### config.mk
export PLATFORM = sky130hd
export DESIGN_NAME = switch_array_input_flat
export DESIGN_NICKNAME = d
export VERILOG_FILES = /design/src/rtl/switch_array_input_pkg.sv /design/src/rtl/switch_array_input_if.sv /design/src/rtl/switch_array_input_debounce_bit.sv /design/src/rtl/switch_array_input.sv /design/src/flat_wrapper.sv
export SDC_FILE = /design/constraint.sdc
export NUM_CORES = 1
export LEC_CHECK = 0
export BUFFER_PORTS_ARGS = -buffer_cell sky130_fd_sc_hd__buf_2
export CORE_UTILIZATION = 45
export CTS_BUF_LIST = sky130_fd_sc_hd__clkbuf_8 sky130_fd_sc_hd__clkbuf_16
export DETAILED_ROUTE_END_ITERATION = 12
export PLACE_DENSITY = 0.63
export SYNTH_ARGS = -nofsm -noshare
export SYNTH_HDL_FRONTEND = slang
export SYNTH_HIERARCHICAL = 1
export SYNTH_SLANG_ARGS = --single-unit
export TNS_END_PERCENT = 100
### constraint.sdc
create_clock -name CLK -period 3 [get_ports CLK]
set_clock_uncertainty 0.1 [all_clocks]
set_input_delay 0.15 -clock CLK [delete_from_list [all_inputs] [get_ports CLK]]
set_output_delay 0.15 -clock CLK [all_outputs]
set_load 0.05 [all_outputs]
### src/rtl/switch_array_input_pkg.sv
// Shared types and constants for the switch input path.
package switch_array_input_pkg;

  // Change-event handshake state: nothing pending, or an event waiting to be taken.
  typedef enum logic {
    ST_IDLE = 1'b0,
    ST_PEND = 1'b1
  } ev_state_e;

  // 1 ms of stability at a 50 MHz system clock.
  localparam int DEFAULT_DEBOUNCE_CYCLES = 50000;

endpackage

### src/rtl/switch_array_input_if.sv
// Valid/ready change-event port between the switch block and its consumer.
interface switch_array_input_if #(
  parameter int WIDTH = 8
);
  logic             event_valid;
  logic             event_ready;
  logic [WIDTH-1:0] event_data;
  logic [WIDTH-1:0] event_mask;
  logic             event_overrun;

  modport master (
    output event_valid, event_data, event_mask, event_overrun,
    input  event_ready
  );

  modport slave (
    input  event_valid, event_data, event_mask, event_overrun,
    output event_ready
  );
endinterface

### src/rtl/switch_array_input_debounce_bit.sv
// One switch pin: 2-flop synchronizer, optional inversion, stability counter,
// debounced level and single-cycle rise/fall pulses.
module switch_debounce_bit #(
  parameter int DEBOUNCE_CYCLES = 4,
  parameter int CNT_W           = 16,
  parameter bit ACTIVE_LOW      = 1'b0
) (
  input  logic CLK,
  input  logic RESET_N,
  input  logic i_pin,
  output logic o_level,
  output logic o_rise,
  output logic o_fall
);

  localparam logic [CNT_W-1:0] CNT_LAST = CNT_W'(DEBOUNCE_CYCLES - 1);

  logic             r_sync1, r_sync2;
  logic             r_level, r_rise, r_fall;
  logic [CNT_W-1:0] r_cnt;
  logic             w_in;

  // Inversion sits after the synchronizer so the sync flops see the raw pin.
  assign w_in = r_sync2 ^ ACTIVE_LOW;

  // Bring the asynchronous pin into the CLK domain.
  always_ff @(posedge CLK or negedge RESET_N) begin
    if (!RESET_N) begin
      r_sync1 <= 1'b0;
      r_sync2 <= 1'b0;
    end else begin
      r_sync1 <= i_pin;
      r_sync2 <= r_sync1;
    end
  end

  // Accept a new level only after it has differed for DEBOUNCE_CYCLES edges in a row;
  // any return to the current level restarts the count.
  always_ff @(posedge CLK or negedge RESET_N) begin
    if (!RESET_N) begin
      r_cnt   <= '0;
      r_level <= 1'b0;
      r_rise  <= 1'b0;
      r_fall  <= 1'b0;
    end else begin
      r_rise <= 1'b0;
      r_fall <= 1'b0;
      if (w_in == r_level) begin
        r_cnt <= '0;
      end else if (r_cnt == CNT_LAST) begin
        r_level <= w_in;
        r_cnt   <= '0;
        r_rise  <= w_in;
        r_fall  <= ~w_in;
      end else begin
        r_cnt <= r_cnt + CNT_W'(1);
      end
    end
  end

  assign o_level = r_level;
  assign o_rise  = r_rise;
  assign o_fall  = r_fall;

endmodule

### src/rtl/switch_array_input.sv
// Board switch bank: per-bit debounce lanes plus a change-event FSM that merges
// accepted edges into a single pending valid/ready event.
module switch_array_input
  import switch_array_input_pkg::*;
#(
  parameter int WIDTH           = 8,
  parameter int DEBOUNCE_CYCLES = DEFAULT_DEBOUNCE_CYCLES,
  parameter int CNT_W           = 16,
  parameter bit ACTIVE_LOW      = 1'b0
) (
  input  logic                 CLK,
  input  logic                 RESET_N,
  input  logic [WIDTH-1:0]     sw_in,
  output logic [WIDTH-1:0]     sw_level,
  output logic [WIDTH-1:0]     sw_rise,
  output logic [WIDTH-1:0]     sw_fall,
  switch_array_input_if.master ev
);

  wire  [WIDTH-1:0] w_level;
  wire  [WIDTH-1:0] w_rise;
  wire  [WIDTH-1:0] w_fall;
  logic [WIDTH-1:0] w_chg;

  ev_state_e        r_state, w_state_nx;
  logic [WIDTH-1:0] r_data, w_data_nx;
  logic [WIDTH-1:0] r_mask, w_mask_nx;
  logic             r_ovr, w_ovr_nx;

  for (genvar g = 0; g < WIDTH; g++) begin : g_bit
    switch_debounce_bit #(
      .DEBOUNCE_CYCLES (DEBOUNCE_CYCLES),
      .CNT_W           (CNT_W),
      .ACTIVE_LOW      (ACTIVE_LOW)
    ) u_bit (
      .CLK     (CLK),
      .RESET_N (RESET_N),
      .i_pin   (sw_in[g]),
      .o_level (w_level[g]),
      .o_rise  (w_rise[g]),
      .o_fall  (w_fall[g])
    );
  end

  assign sw_level = w_level;
  assign sw_rise  = w_rise;
  assign sw_fall  = w_fall;

  // Pulses are registered in the lanes, so the FSM sees them one edge after they fire.
  assign w_chg = w_rise | w_fall;

  // Next-state: open, merge into, hand off, or restart the pending event.
  // A change on the handshake edge starts a fresh event so nothing is dropped.
  always_comb begin
    w_state_nx = r_state;
    w_data_nx  = r_data;
    w_mask_nx  = r_mask;
    w_ovr_nx   = r_ovr;
    case (r_state)
      ST_IDLE: begin
        if (w_chg != '0) begin
          w_state_nx = ST_PEND;
          w_data_nx  = w_level;
          w_mask_nx  = w_chg;
          w_ovr_nx   = 1'b0;
        end
      end
      ST_PEND: begin
        if (ev.event_ready) begin
          if (w_chg != '0) begin
            w_data_nx = w_level;
            w_mask_nx = w_chg;
            w_ovr_nx  = 1'b0;
          end else begin
            w_state_nx = ST_IDLE;
            w_mask_nx  = '0;
            w_ovr_nx   = 1'b0;
          end
        end else if (w_chg != '0) begin
          w_data_nx = w_level;
          w_mask_nx = r_mask | w_chg;
          w_ovr_nx  = 1'b1;
        end
      end
      default: w_state_nx = ST_IDLE;
    endcase
  end

  // Event state and payload registers.
  always_ff @(posedge CLK or negedge RESET_N) begin
    if (!RESET_N) begin
      r_state <= ST_IDLE;
      r_data  <= '0;
      r_mask  <= '0;
      r_ovr   <= 1'b0;
    end else begin
      r_state <= w_state_nx;
      r_data  <= w_data_nx;
      r_mask  <= w_mask_nx;
      r_ovr   <= w_ovr_nx;
    end
  end

  assign ev.event_valid   = (r_state == ST_PEND);
  assign ev.event_data    = r_data;
  assign ev.event_mask    = r_mask;
  assign ev.event_overrun = r_ovr;

endmodule

### src/flat_wrapper.sv
// flat-port wrapper written by rule: the top's interface ports become plain ports
module switch_array_input_flat import switch_array_input_pkg::*;
#(
  parameter int WIDTH           = 8,
  parameter int DEBOUNCE_CYCLES = DEFAULT_DEBOUNCE_CYCLES,
  parameter int CNT_W           = 16,
  parameter bit ACTIVE_LOW      = 1'b0
)
  (CLK, RESET_N, sw_in, sw_level, sw_rise, sw_fall, ev_event_valid, ev_event_data, ev_event_mask, ev_event_overrun, ev_event_ready);
  switch_array_input_if #(.WIDTH(WIDTH)) ev_i ();
  input  logic CLK;
  input  logic RESET_N;
  input  logic [WIDTH-1:0] sw_in;
  output logic [WIDTH-1:0] sw_level;
  output logic [WIDTH-1:0] sw_rise;
  output logic [WIDTH-1:0] sw_fall;
  output wire logic [$bits(ev_i.event_valid)-1:0] ev_event_valid;
  output wire logic [$bits(ev_i.event_data)-1:0] ev_event_data;
  output wire logic [$bits(ev_i.event_mask)-1:0] ev_event_mask;
  output wire logic [$bits(ev_i.event_overrun)-1:0] ev_event_overrun;
  input wire logic [$bits(ev_i.event_ready)-1:0] ev_event_ready;
  assign ev_event_valid = ev_i.event_valid;
  assign ev_event_data = ev_i.event_data;
  assign ev_event_mask = ev_i.event_mask;
  assign ev_event_overrun = ev_i.event_overrun;
  assign ev_i.event_ready = ev_event_ready;
  switch_array_input #(.WIDTH(WIDTH), .DEBOUNCE_CYCLES(DEBOUNCE_CYCLES), .CNT_W(CNT_W), .ACTIVE_LOW(ACTIVE_LOW)) u_core (.CLK(CLK), .RESET_N(RESET_N), .sw_in(sw_in), .sw_level(sw_level), .sw_rise(sw_rise), .sw_fall(sw_fall), .ev(ev_i));
endmodule
==> impl_metrics.env, run 1 <==
export IMPL_drtIter0Drc=328
export IMPL_routabilityCongestion=0.783
export IMPL_cp_cell_sequence="nor4_2 > nand4_4 > mux2_4"
export IMPL_cellPowerDensity_nw_per_um2=543
export IMPL_die_h_um=141
export IMPL_layout_drive_gt1_share_pct=15.8
export IMPL_cp_max_fo=18
export IMPL_ff_latch_area_um2=4650
export IMPL_fill_cells=1614
export IMPL_io_pins=53
export IMPL_netlist_area_um2=8690
export IMPL_diodes=0
export IMPL_r2r_cells=3
export IMPL_rsz0062_at_grt="false"
export IMPL_clock_fmax_mhz=564
export IMPL_ys_seq_elements=186
export IMPL_routedWlPerCell_um=15.0
export IMPL_cts_resized=0
export IMPL_die_w_um=141
export IMPL_worst_slew_pin_slew_ns=0.748
export IMPL_antenna_found_initial=0
export IMPL_cts_buffer_depth=2
export IMPL_path_clk_slew_ns=0.06
export IMPL_cts_tree="done"
export IMPL_drc_errors=0
export IMPL_crit_arrival_ns=1.99
export IMPL_drt_antenna_violating_nets=0
export IMPL_ys_top_cells_by_area="dfrtp_1, xnor2_1, nor2_1, xor2_1, nand4_1"
export IMPL_synth_top_area_share_pct=53.6
export IMPL_clock_latency_ns=0.43
export IMPL_viasPerCell=5.17
export IMPL_synth_edf_count=0
export IMPL_min_period_ns=1.77
export IMPL_grt_overflow_total=0
export IMPL_leakage_nw=4.34
export IMPL_ys_warn_count=6
export IMPL_start_util_pct=46.1
export IMPL_cts_sinks=186
export IMPL_setup_violations_final=0
export IMPL_critPathSlowestCell="dfrtp_1"
export IMPL_synth_cells=781
export IMPL_placed_cell_area_um2=9090
export IMPL_cts_buffers=17
export IMPL_min_path_type="input port to flip-flop"
export IMPL_root_buffer="clkbuf_16"
export IMPL_hpwl_mm=11.2
export IMPL_first_global_vias=5442
export IMPL_grt_pass1_wl_mm=27.8
export IMPL_crit_reg2reg_launch="u_core/g_bit[6].u_bit/o_fall"
export IMPL_hold_viol=0
export IMPL_drv_cap=0
export IMPL_grt_usage_pct=18.1
export IMPL_end_kind="flip-flop"
export IMPL_drt_wl_total_mm=16.5
export IMPL_final_area_um2=9890
export IMPL_synth_commonest_cells="dfrtp_1, nor2_1, xnor2_1"
export IMPL_timing_final_ws_setup_ns=1.23
export IMPL_multiInputGateArea_um2=3780
export IMPL_ys_flop_type="dfrtp_1"
export IMPL_critPathLaunchType="flip-flop"
export IMPL_endpoint="u_core/ev.event_overrun"
export IMPL_first_pass_iters=5
export IMPL_htree_levels=4
export IMPL_cp_slowest_stage_delay_ns=0.40
export IMPL_setup_tns_ns=0
export IMPL_peakVddDrop_v=0.000373
export IMPL_syn_area_per_cell_um2=11.1
export IMPL_die_area_um2=19900
export IMPL_area_growth_pct=13.8
export IMPL_worstPathRequired_ns=3.21
export IMPL_synth_top_area_cell="dfrtp_1"
export IMPL_synth_fp_nets=800
export IMPL_relSlewSlack_pct=50.0
export IMPL_critPathKind="flip-flop to flip-flop"
export IMPL_finalMaxSlewViolations=0
export IMPL_synth_async_reset_ratio_pct=100
export IMPL_grt_max_degree=88
export IMPL_synth_cell_types=35
export IMPL_pre_cts_ws_ns=1.20
export IMPL_period_share_pct=59.1
export IMPL_hp_start="ev_event_ready"
export IMPL_yosysMostFrequentCell="dfrtp_1"
export IMPL_reg2reg_to="u_core/ev.event_overrun"
export IMPL_r2r_slack_ns=1.23
export IMPL_nets=849
export IMPL_io_buffer_count=52
export IMPL_vias=5697
export IMPL_status="complete, no violations"
export IMPL_seq_area_frac_synth_pct=53.6
export IMPL_core_rowCount=50
export IMPL_core_um2=18800
export IMPL_startpoint="u_core/g_bit[6].u_bit/o_fall"
==> area by class of cell <==
type                       count  area share (%)
sequential                   186            47.1
clock buffer                  20            4.72
multi-input combinational    553            38.2
timing repair buffer          64            3.98
tap                          260            3.29
inverter                       8           0.304
clock inverter                12            2.44
==> cells by family (layout without fill, tap and decap cells) <==
| logic type | after synthesis | count (layout) | share of synthesized area, % |
|---|---|---|---|
| AO/OA/AOI/OAI | 17 | 17 | 1.24 |
| XOR/XNOR | 120 | 120 | 12.1 |
| adder cells (fa/ha/maj) | 8 | 8 | 1.15 |
| buffers and inverters | 42 | 104 | 2.94 |
| flip-flops | 186 | 186 | 53.6 |
| multiplexers | 17 | 17 | 2.25 |
| AND/OR/NAND/NOR | 391 | 391 | 26.8 |
==> through the flow <==
step,utilization (%),total power [W],hold WS [ns],cells
6_report,52.5,0.00537,0.0714,1103
5_1_grt,52.5,0.00559,0.0770,1103
3_3_place_gp,48.3,0.00276,0.158,1062
3_5_place_dp,48.3,0.00277,0.159,1062
4_1_cts,52.5,0.00545,0.0405,1103
2_1_floorplan,-,0.00269,-0.246,781
==> state kept, by name, indices dropped and copies added (netlist names) <==
register / flops
u_core/g_bit.u_bit/o_level: 8
u_core/ev.event_overrun: 1
u_core/g_bit.u_bit/o_rise: 8
u_core/ev.event_valid: 1
u_core/ev.event_mask: 8
u_core/g_bit.u_bit/o_fall: 8
u_core/g_bit.u_bit/r_cnt: 128
u_core/g_bit.u_bit/r_sync1: 8
u_core/g_bit.u_bit/r_sync2: 8
u_core/ev.event_data: 8
==> worst max-delay path: cells and delay by family, from the launching register on <==
kind	cells	cell delay [ns]
AND/OR/NAND/NOR	2	0.76
multiplexers	1	0.40
flip-flops	1	0.40
==> power by group <==
part           switching, W  internal, W
clock network      0.000937      0.00171
registers         0.0000344      0.00254
logic             0.0000959    0.0000469
total               0.00107      0.00430
==> metal layers <==
| metal | wire (um) | GRT usage (%) | vias up | share of wire [%] |
|---|---|---|---|---|
| li1 | - | - | 2833 | - |
| met1 | 8110 | 24.7 | 2765 | 49 |
| met2 | 7330 | 27.2 | 84 | 44 |
| met3 | 917 | 6.11 | 15 | 5.5 |
| met4 | 178 | 5.32 | 0 | 1.1 |
| met5 | 0 | 0 | - | 0 |
==> how the worst min path moves through the flow <==
stage,end,slack (ns),depth (start not counted)
global placement,u_core/g_bit[2].u_bit/r_cnt[7],0.16,1
floorplan,u_core/ev.event_data[0],-0.25,0
CTS,u_core/ev.event_overrun,0.04,3
detailed placement,u_core/g_bit[2].u_bit/r_cnt[7],0.16,1
finish,u_core/ev.event_overrun,0.07,3
global route,u_core/ev.event_overrun,0.08,3
==> placed cells by master, fill, tap and decap left out, types with 9 or more instances in the layout <==
cell type / netlist / final
and3_1: 24 / 24
buf_2: 24 / 51
clkbuf_16: 0 / 17
dfrtp_1: 186 / 186
dlygate4sd3_1: 0 / 9
nand3_1: 40 / 40
nand4_1: 48 / 48
nor2_1: 136 / 136
nor3_1: 16 / 16
nor3b_1: 16 / 16
nor4_1: 24 / 24
xnor2_1: 72 / 72
xor2_1: 48 / 48
==> timing repair <==
action | in CTS | in global routing
setup buffers | 0 | 0
hold endpoints to repair | 92 | 0
hold buffers | 9 | 0
No activity file was read; power rests on OpenSTA's default activity.
==> run 2: changes to the inputs <==
clock period = 1.7 ns   (was 3 ns; I/O delays follow)
==> run 2 against run 1 <==
  * Via count increased by 5.9%
  * Non-clock buffer count increased by 46
  * Die area unchanged
  * Critical path type unchanged
==> impl_metrics.env, run 2 (synthesized netlist as in run 1, its figures left out) <==
export IMPL_drtIter0Drc=269
export IMPL_finalMaxSlewViolations=0
export IMPL_worstPathRequired_ns=1.91
export IMPL_wl_met3_um=791
export IMPL_cellPowerDensity_nw_per_um2=836
export IMPL_ff_latch_area_um2=4670
export IMPL_core_um2=18800
export IMPL_worst_slew_pin_slew_ns=0.699
export IMPL_min_period_ns=1.64
export IMPL_met1_length_mm=8.27
export IMPL_clock_fmax_mhz=610
export IMPL_grt_pass1_wl_mm=30.7
export IMPL_path_clk_slew_ns=0.07
export IMPL_diodes=0
export IMPL_crit_arrival_ns=1.85
export IMPL_status="complete, no violations"
export IMPL_routedWlPerCell_um=15.8
export IMPL_first_global_vias=6134
export IMPL_antenna_found_initial=0
export IMPL_wl_met2_mm=8.69
export IMPL_relSlewSlack_pct=53.3
export IMPL_drt_wl_total_mm=18.1
export IMPL_vias=6033
export IMPL_die_area_um2=19900
export IMPL_layout_drive_gt1_share_pct=22.5
export IMPL_setup_tns_ns=0
export IMPL_start_util_pct=46.1
export IMPL_root_buffer="clkbuf_16"
export IMPL_min_path_type="input port to asynchronous set/reset pin"
export IMPL_cts_sinks=186
export IMPL_core_rowCount=50
export IMPL_drt_antenna_violating_nets=0
export IMPL_cp_max_fo=5
export IMPL_grt_max_degree=43
export IMPL_largest_reg_flops=128
export IMPL_cts_buffers=17
export IMPL_multiInputGateArea_um2=3910
export IMPL_fill_cells=1604
export IMPL_leakage_nw=4.54
export IMPL_die_h_um=141
export IMPL_final_common_cell="dfrtp_1"
export IMPL_grt_usage_pct=19.8
export IMPL_end_kind="flip-flop"
export IMPL_timing_final_ws_setup_ns=0.0599
export IMPL_area_growth_pct=18.0
export IMPL_nets=895
export IMPL_htree_levels=4
export IMPL_routabilityCongestion=0.848
export IMPL_final_cell_mix="dfrtp_1, nor2_1, xnor2_1, buf_2"
export IMPL_critPathLaunchType="flip-flop"
export IMPL_clock_latency_ns=0.43
export IMPL_critPathKind="flip-flop to flip-flop"
export IMPL_top_layer_used="met4"
export IMPL_hpwl_mm=12.7
export IMPL_rsz0062_at_grt="true"
export IMPL_hold_viol=0
export IMPL_viasPerCell=5.25
export IMPL_drc_errors=0
export IMPL_largest_register="u_core/g_bit.u_bit/r_cnt"
export IMPL_io_pins=53
export IMPL_grt_overflow_total=0
export IMPL_period_share_pct=96.5
export IMPL_die_w_um=141
export IMPL_cts_tree="done"
export IMPL_setup_violations_final=0
export IMPL_io_buffer_count=52
export IMPL_pre_cts_ws_ns=-0.0470
export IMPL_drv_cap=0
export IMPL_timing_hold_ws_ns=0.0503
export IMPL_first_pass_iters=4
export IMPL_peakVddDrop_v=0.000721
export IMPL_cts_buffer_depth=2
run 2: report_power, final:
group / switching [W] / internal [W] / leakage (nW)
sequential: 0.0000662 / 0.00449 / 2.48
combinational: 0.000181 / 0.0000960 / 1.79
clock: 0.00181 / 0.00193 / 0.272
run 2: cell type report:
type	count	area share (%)
repair buffers	110	7.43
well taps	260	3.17
clock buffers	17	4.15
inverters	8	0.293
multi-input cells	553	38.2
clock inverters	15	1.26
flip-flops and latches	186	45.5
run 2: what timing repair did:
item	CTS	global route
hold buffers	9	0
endpoints found under the setup margin	11	128
pin swaps	1	6
gates resized for setup	2	15
buffers inserted	3	2
cloned	0	0
hold endpoints to repair	194	0
run 2: worst paths after layout:
check	start	endpoint	slack (ns)	depth (start not counted)
min in group CLK	ev_event_ready	u_core/ev.event_overrun	0.07	3
hold / removal	RESET_N	u_core/g_bit[0].u_bit/r_cnt[3]	0.05	2
setup / recovery	u_core/g_bit[4].u_bit/r_cnt[11]	u_core/g_bit[4].u_bit/o_level	0.06	3
hold reg to reg	u_core/g_bit[2].u_bit/r_sync1	u_core/g_bit[2].u_bit/r_sync2	0.26	0
max in group asynchronous	RESET_N	u_core/g_bit[3].u_bit/o_rise	0.79	3
setup reg to reg	u_core/g_bit[4].u_bit/r_cnt[11]	u_core/g_bit[4].u_bit/o_level	0.06	3
run 2: per-layer routing:
layer	vias to the layer above	track usage, %
met3	26	5.84
met1	2984	25.5
met5	-	0
li1	2930	-
met4	0	7.27
met2	93	31.8
run 2: worst max-delay path, cell delays in order (launching register included):
cell	delay, ns
dfrtp_1	0.40
nor4bb_2	0.39
nand4_2	0.26
mux2_1	0.37
run 2: metrics by stage:
| stage | instance area [um2] | cells | utilization, % | power (W) |
|---|---|---|---|---|
| floorplan | 8740 | 781 | - | 0.00475 |
| global placement | 9480 | 1103 | 50.3 | 0.00488 |
| detailed placement | 9480 | 1103 | 50.3 | 0.00490 |
| CTS | 10200 | 1147 | 53.9 | 0.00869 |
| global route | 10300 | 1149 | 54.5 | 0.00891 |
| finish | 10300 | 1149 | 54.5 | 0.00857 |
==> run 3: changes to the inputs <==
ABC_AREA = 1   (was unset)
==> run 3 against run 2 <==
  * Synthesized area increased by 13%
  * Flip-flop and latch count unchanged
  * Final cell count is 32% higher
  * Count of clock-buffer cells in the layout up 4
  * Power is 4.3% higher
  * Global-route usage is 0.31 points lower
  * Largest power group unchanged
  * Synthesized cell count rose by 48%
  * Worst hold slack improved by 0.018 ns
  * Clock power up 3%
  * Critical endpoint is now u_core/g_bit[5].u_bit/r_cnt[14]
==> impl_metrics.env, run 3 <==
export IMPL_yosysMostFrequentCell="nor2_1"
export IMPL_core_rowCount=53
export IMPL_leakage_nw=5.50
export IMPL_layout_drive_gt1_share_pct=21.3
export IMPL_cp_slowest_stage_delay_ns=0.41
export IMPL_die_area_um2=22500
export IMPL_relSlewSlack_pct=68.7
export IMPL_critPathSlowestCell="dfrtp_1"
export IMPL_critPathLaunchType="flip-flop"
export IMPL_synth_top_area_cell="dfrtp_1"
export IMPL_ys_warn_count=6
export IMPL_stdcell_count=1518
export IMPL_finalMaxSlewViolations=0
export IMPL_cp_max_fo=5
export IMPL_routedWlPerCell_um=13.4
export IMPL_first_pass_iters=5
export IMPL_root_buffer="clkbuf_16"
export IMPL_drt_antenna_violating_nets=0
export IMPL_setup_violations_final=0
export IMPL_postCtsSetupRepairBufs=0
export IMPL_synth_cells=1152
export IMPL_synth_cell_types=28
export IMPL_p_clk_share_pct=43.0
export IMPL_final_common_cell="nor2_1"
export IMPL_synth_fp_nets=1171
export IMPL_rsz0062_at_grt="false"
export IMPL_status="complete, no violations"
export IMPL_syn_area_per_cell_um2=8.56
export IMPL_area_growth_pct=13.6
export IMPL_final_cell_mix="nor2_1, nand2_1, dfrtp_1, inv_1, nand3_1"
export IMPL_antenna_found_initial=0
export IMPL_path_clk_slew_ns=0.07
export IMPL_hold_viol=0
export IMPL_cellPowerDensity_nw_per_um2=798
export IMPL_die_w_um=150
export IMPL_diodes=0
export IMPL_worstPathRequired_ns=1.91
export IMPL_core_um2=21200
export IMPL_routabilityCongestion=0.884
export IMPL_sequentialPowerShare_pct=51.5
export IMPL_period_share_pct=88.2
export IMPL_seq_area_frac_synth_pct=47.2
export IMPL_hpwl_mm=15.1
export IMPL_die_h_um=150
export IMPL_min_path_type="input port to asynchronous set/reset pin"
export IMPL_min_period_ns=1.50
export IMPL_p_sw_share_pct=23.6
export IMPL_synth_async_reset_ratio_pct=100
export IMPL_grt_overflow_total=0
export IMPL_ys_top_cells_by_area="dfrtp_1, nor2_1, nand2_1, nand3_1, inv_1"
export IMPL_path_delay_family="simple AND/OR/NAND/NOR gates"
export IMPL_grt_usage_pct=19.5
export IMPL_clock_latency_ns=0.42
export IMPL_cts_tree="done"
export IMPL_io_pins=53
export IMPL_largest_register="u_core/g_bit.u_bit/r_cnt"
export IMPL_cts_buffers=17
export IMPL_ys_flop_type="dfrtp_1"
export IMPL_vias=7395
export IMPL_dpl_cell_count=1476
export IMPL_crit_arrival_ns=1.71
export IMPL_htree_levels=4
export IMPL_cp_cell_sequence="ha_1 > nand3_4 > nor2_2 > nand4_1 > nand3_1 > nor2_1"
export IMPL_viasPerCell=4.87
export IMPL_p_switching_w=0.00211
export IMPL_synth_commonest_cells="nor2_1, nand2_1, dfrtp_1"
export IMPL_setup_tns_ns=0
export IMPL_grt_pass1_wl_mm=34.6
export IMPL_intPower_w=0.00683
export IMPL_critPathKind="flip-flop to flip-flop"
export IMPL_end_kind="flip-flop"
export IMPL_drv_cap=0
export IMPL_clock_fmax_mhz=667
export IMPL_first_global_vias=7004
export IMPL_crit_buf_inv=0
export IMPL_io_buffer_count=52
export IMPL_ys_seq_elements=186
export IMPL_synth_edf_count=0
export IMPL_largest_reg_flops=128
export IMPL_start_util_pct=46.5
export IMPL_nets=1249
export IMPL_cts_buffer_depth=2
export IMPL_worst_slew_pin_slew_ns=0.470
export IMPL_cts_sinks=186
export IMPL_drt_wl_total_mm=20.3
export IMPL_synth_top_area_share_pct=47.2
export IMPL_pwr_share_comb_pct=5.5
export IMPL_drtIter0Drc=440
export IMPL_grt_max_degree=52
export IMPL_netlist_area_um2=9860
export IMPL_total_power_w=0.00894
export IMPL_drc_errors=0
export IMPL_peakVddDrop_v=0.000517
## run 3: cell count changes after synthesis, moves of 25 or more
cell,change
nand2_1,+202
nor2_1,+96
inv_2,+25
xnor2_1,-40
nor2_2,+52
inv_1,+97
nand3_1,+48
## run 3: logic make-up (layout without fill, tap and decap cells)
family | count (synthesis) | count (layout) | synth area share [%]
flip-flops | 186 | 186 | 47.2
XOR/XNOR | 64 | 64 | 5.68
AND/OR/NAND/NOR | 706 | 706 | 37.3
AO/OA/AOI/OAI | 49 | 49 | 3.43
adder cells (fa/ha/maj) | 8 | 8 | 1.02
buffers and inverters | 139 | 230 | 5.39
## run 3: worst paths after layout
path / from / end / slack (ns) / depth (start not counted)
setup reg to reg: u_core/g_bit[5].u_bit/r_cnt[0] / u_core/g_bit[5].u_bit/r_cnt[14] / 0.20 / 6
max in group asynchronous: RESET_N / u_core/g_bit[2].u_bit/r_cnt[9] / 0.84 / 3
setup / recovery: u_core/g_bit[5].u_bit/r_cnt[0] / u_core/g_bit[5].u_bit/r_cnt[14] / 0.20 / 6
hold / removal: RESET_N / u_core/g_bit[6].u_bit/r_cnt[10] / 0.07 / 2
min in group CLK: sw_in[2] / u_core/g_bit[2].u_bit/r_sync1 / 0.20 / 2
hold reg to reg: u_core/g_bit[4].u_bit/r_sync1 / u_core/g_bit[4].u_bit/r_sync2 / 0.25 / 0
## run 3: worst reg2reg max path: cells and delay by family, from the launching register on
family	cells	cell delay, ns
flip-flops	1	0.41
AND/OR/NAND/NOR	5	0.62
adder cells (fa/ha/maj)	1	0.26
## run 3: timing repair
item / CTS / global route
hold buffers: 10 / 0
endpoints found under the hold margin: 197 / 0
resized for setup: 0 / 0
## run 3: area by class of cell
class / count / area, um2
fillers: 1990 / 10000
well taps: 275 / 344
multi-input cells: 827 / 4670
clock inverters: 11 / 93.8
inverters: 130 / 488
flip-flops and latches: 186 / 4650
clock buffers: 21 / 480
repair buffers: 68 / 464
## run 3: power groups by stage
| stage | registers [W] | clock network, W | logic, W |
|---|---|---|---|
| 2_1_floorplan | 0.00475 | 0 | 0.000210 |
| 3_3_place_gp | 0.00468 | 0 | 0.000484 |
| 3_5_place_dp | 0.00469 | 0 | 0.000488 |
| 4_1_cts | 0.00460 | 0.00396 | 0.000509 |
| 5_1_grt | 0.00461 | 0.00415 | 0.000560 |
| 6_report | 0.00460 | 0.00384 | 0.000495 |
## run 3: per-layer routing
metal | GRT usage (%) | part of all wire [%]
met5 | 0 | 0
met4 | 5.51 | 1.3
met3 | 3.96 | 3.8
met2 | 31.5 | 47
met1 | 26.6 | 48
## run 3: through the flow
| stage | setup slack [ns] | utilization, % | cell area (um2) | hold WS, ns |
|---|---|---|---|---|
| final | 0.200 | 52.8 | 11200 | 0.0685 |
| after global routing | 0.0961 | 52.8 | 11200 | 0.118 |
| after CTS | 0.214 | 52.8 | 11200 | 0.0912 |
| after detailed placement | 0.223 | 49.6 | 10500 | -0.0134 |
| after global placement | 0.246 | 49.6 | 10500 | -0.0164 |
| after floorplan | 0.167 | - | 9860 | -0.311 |
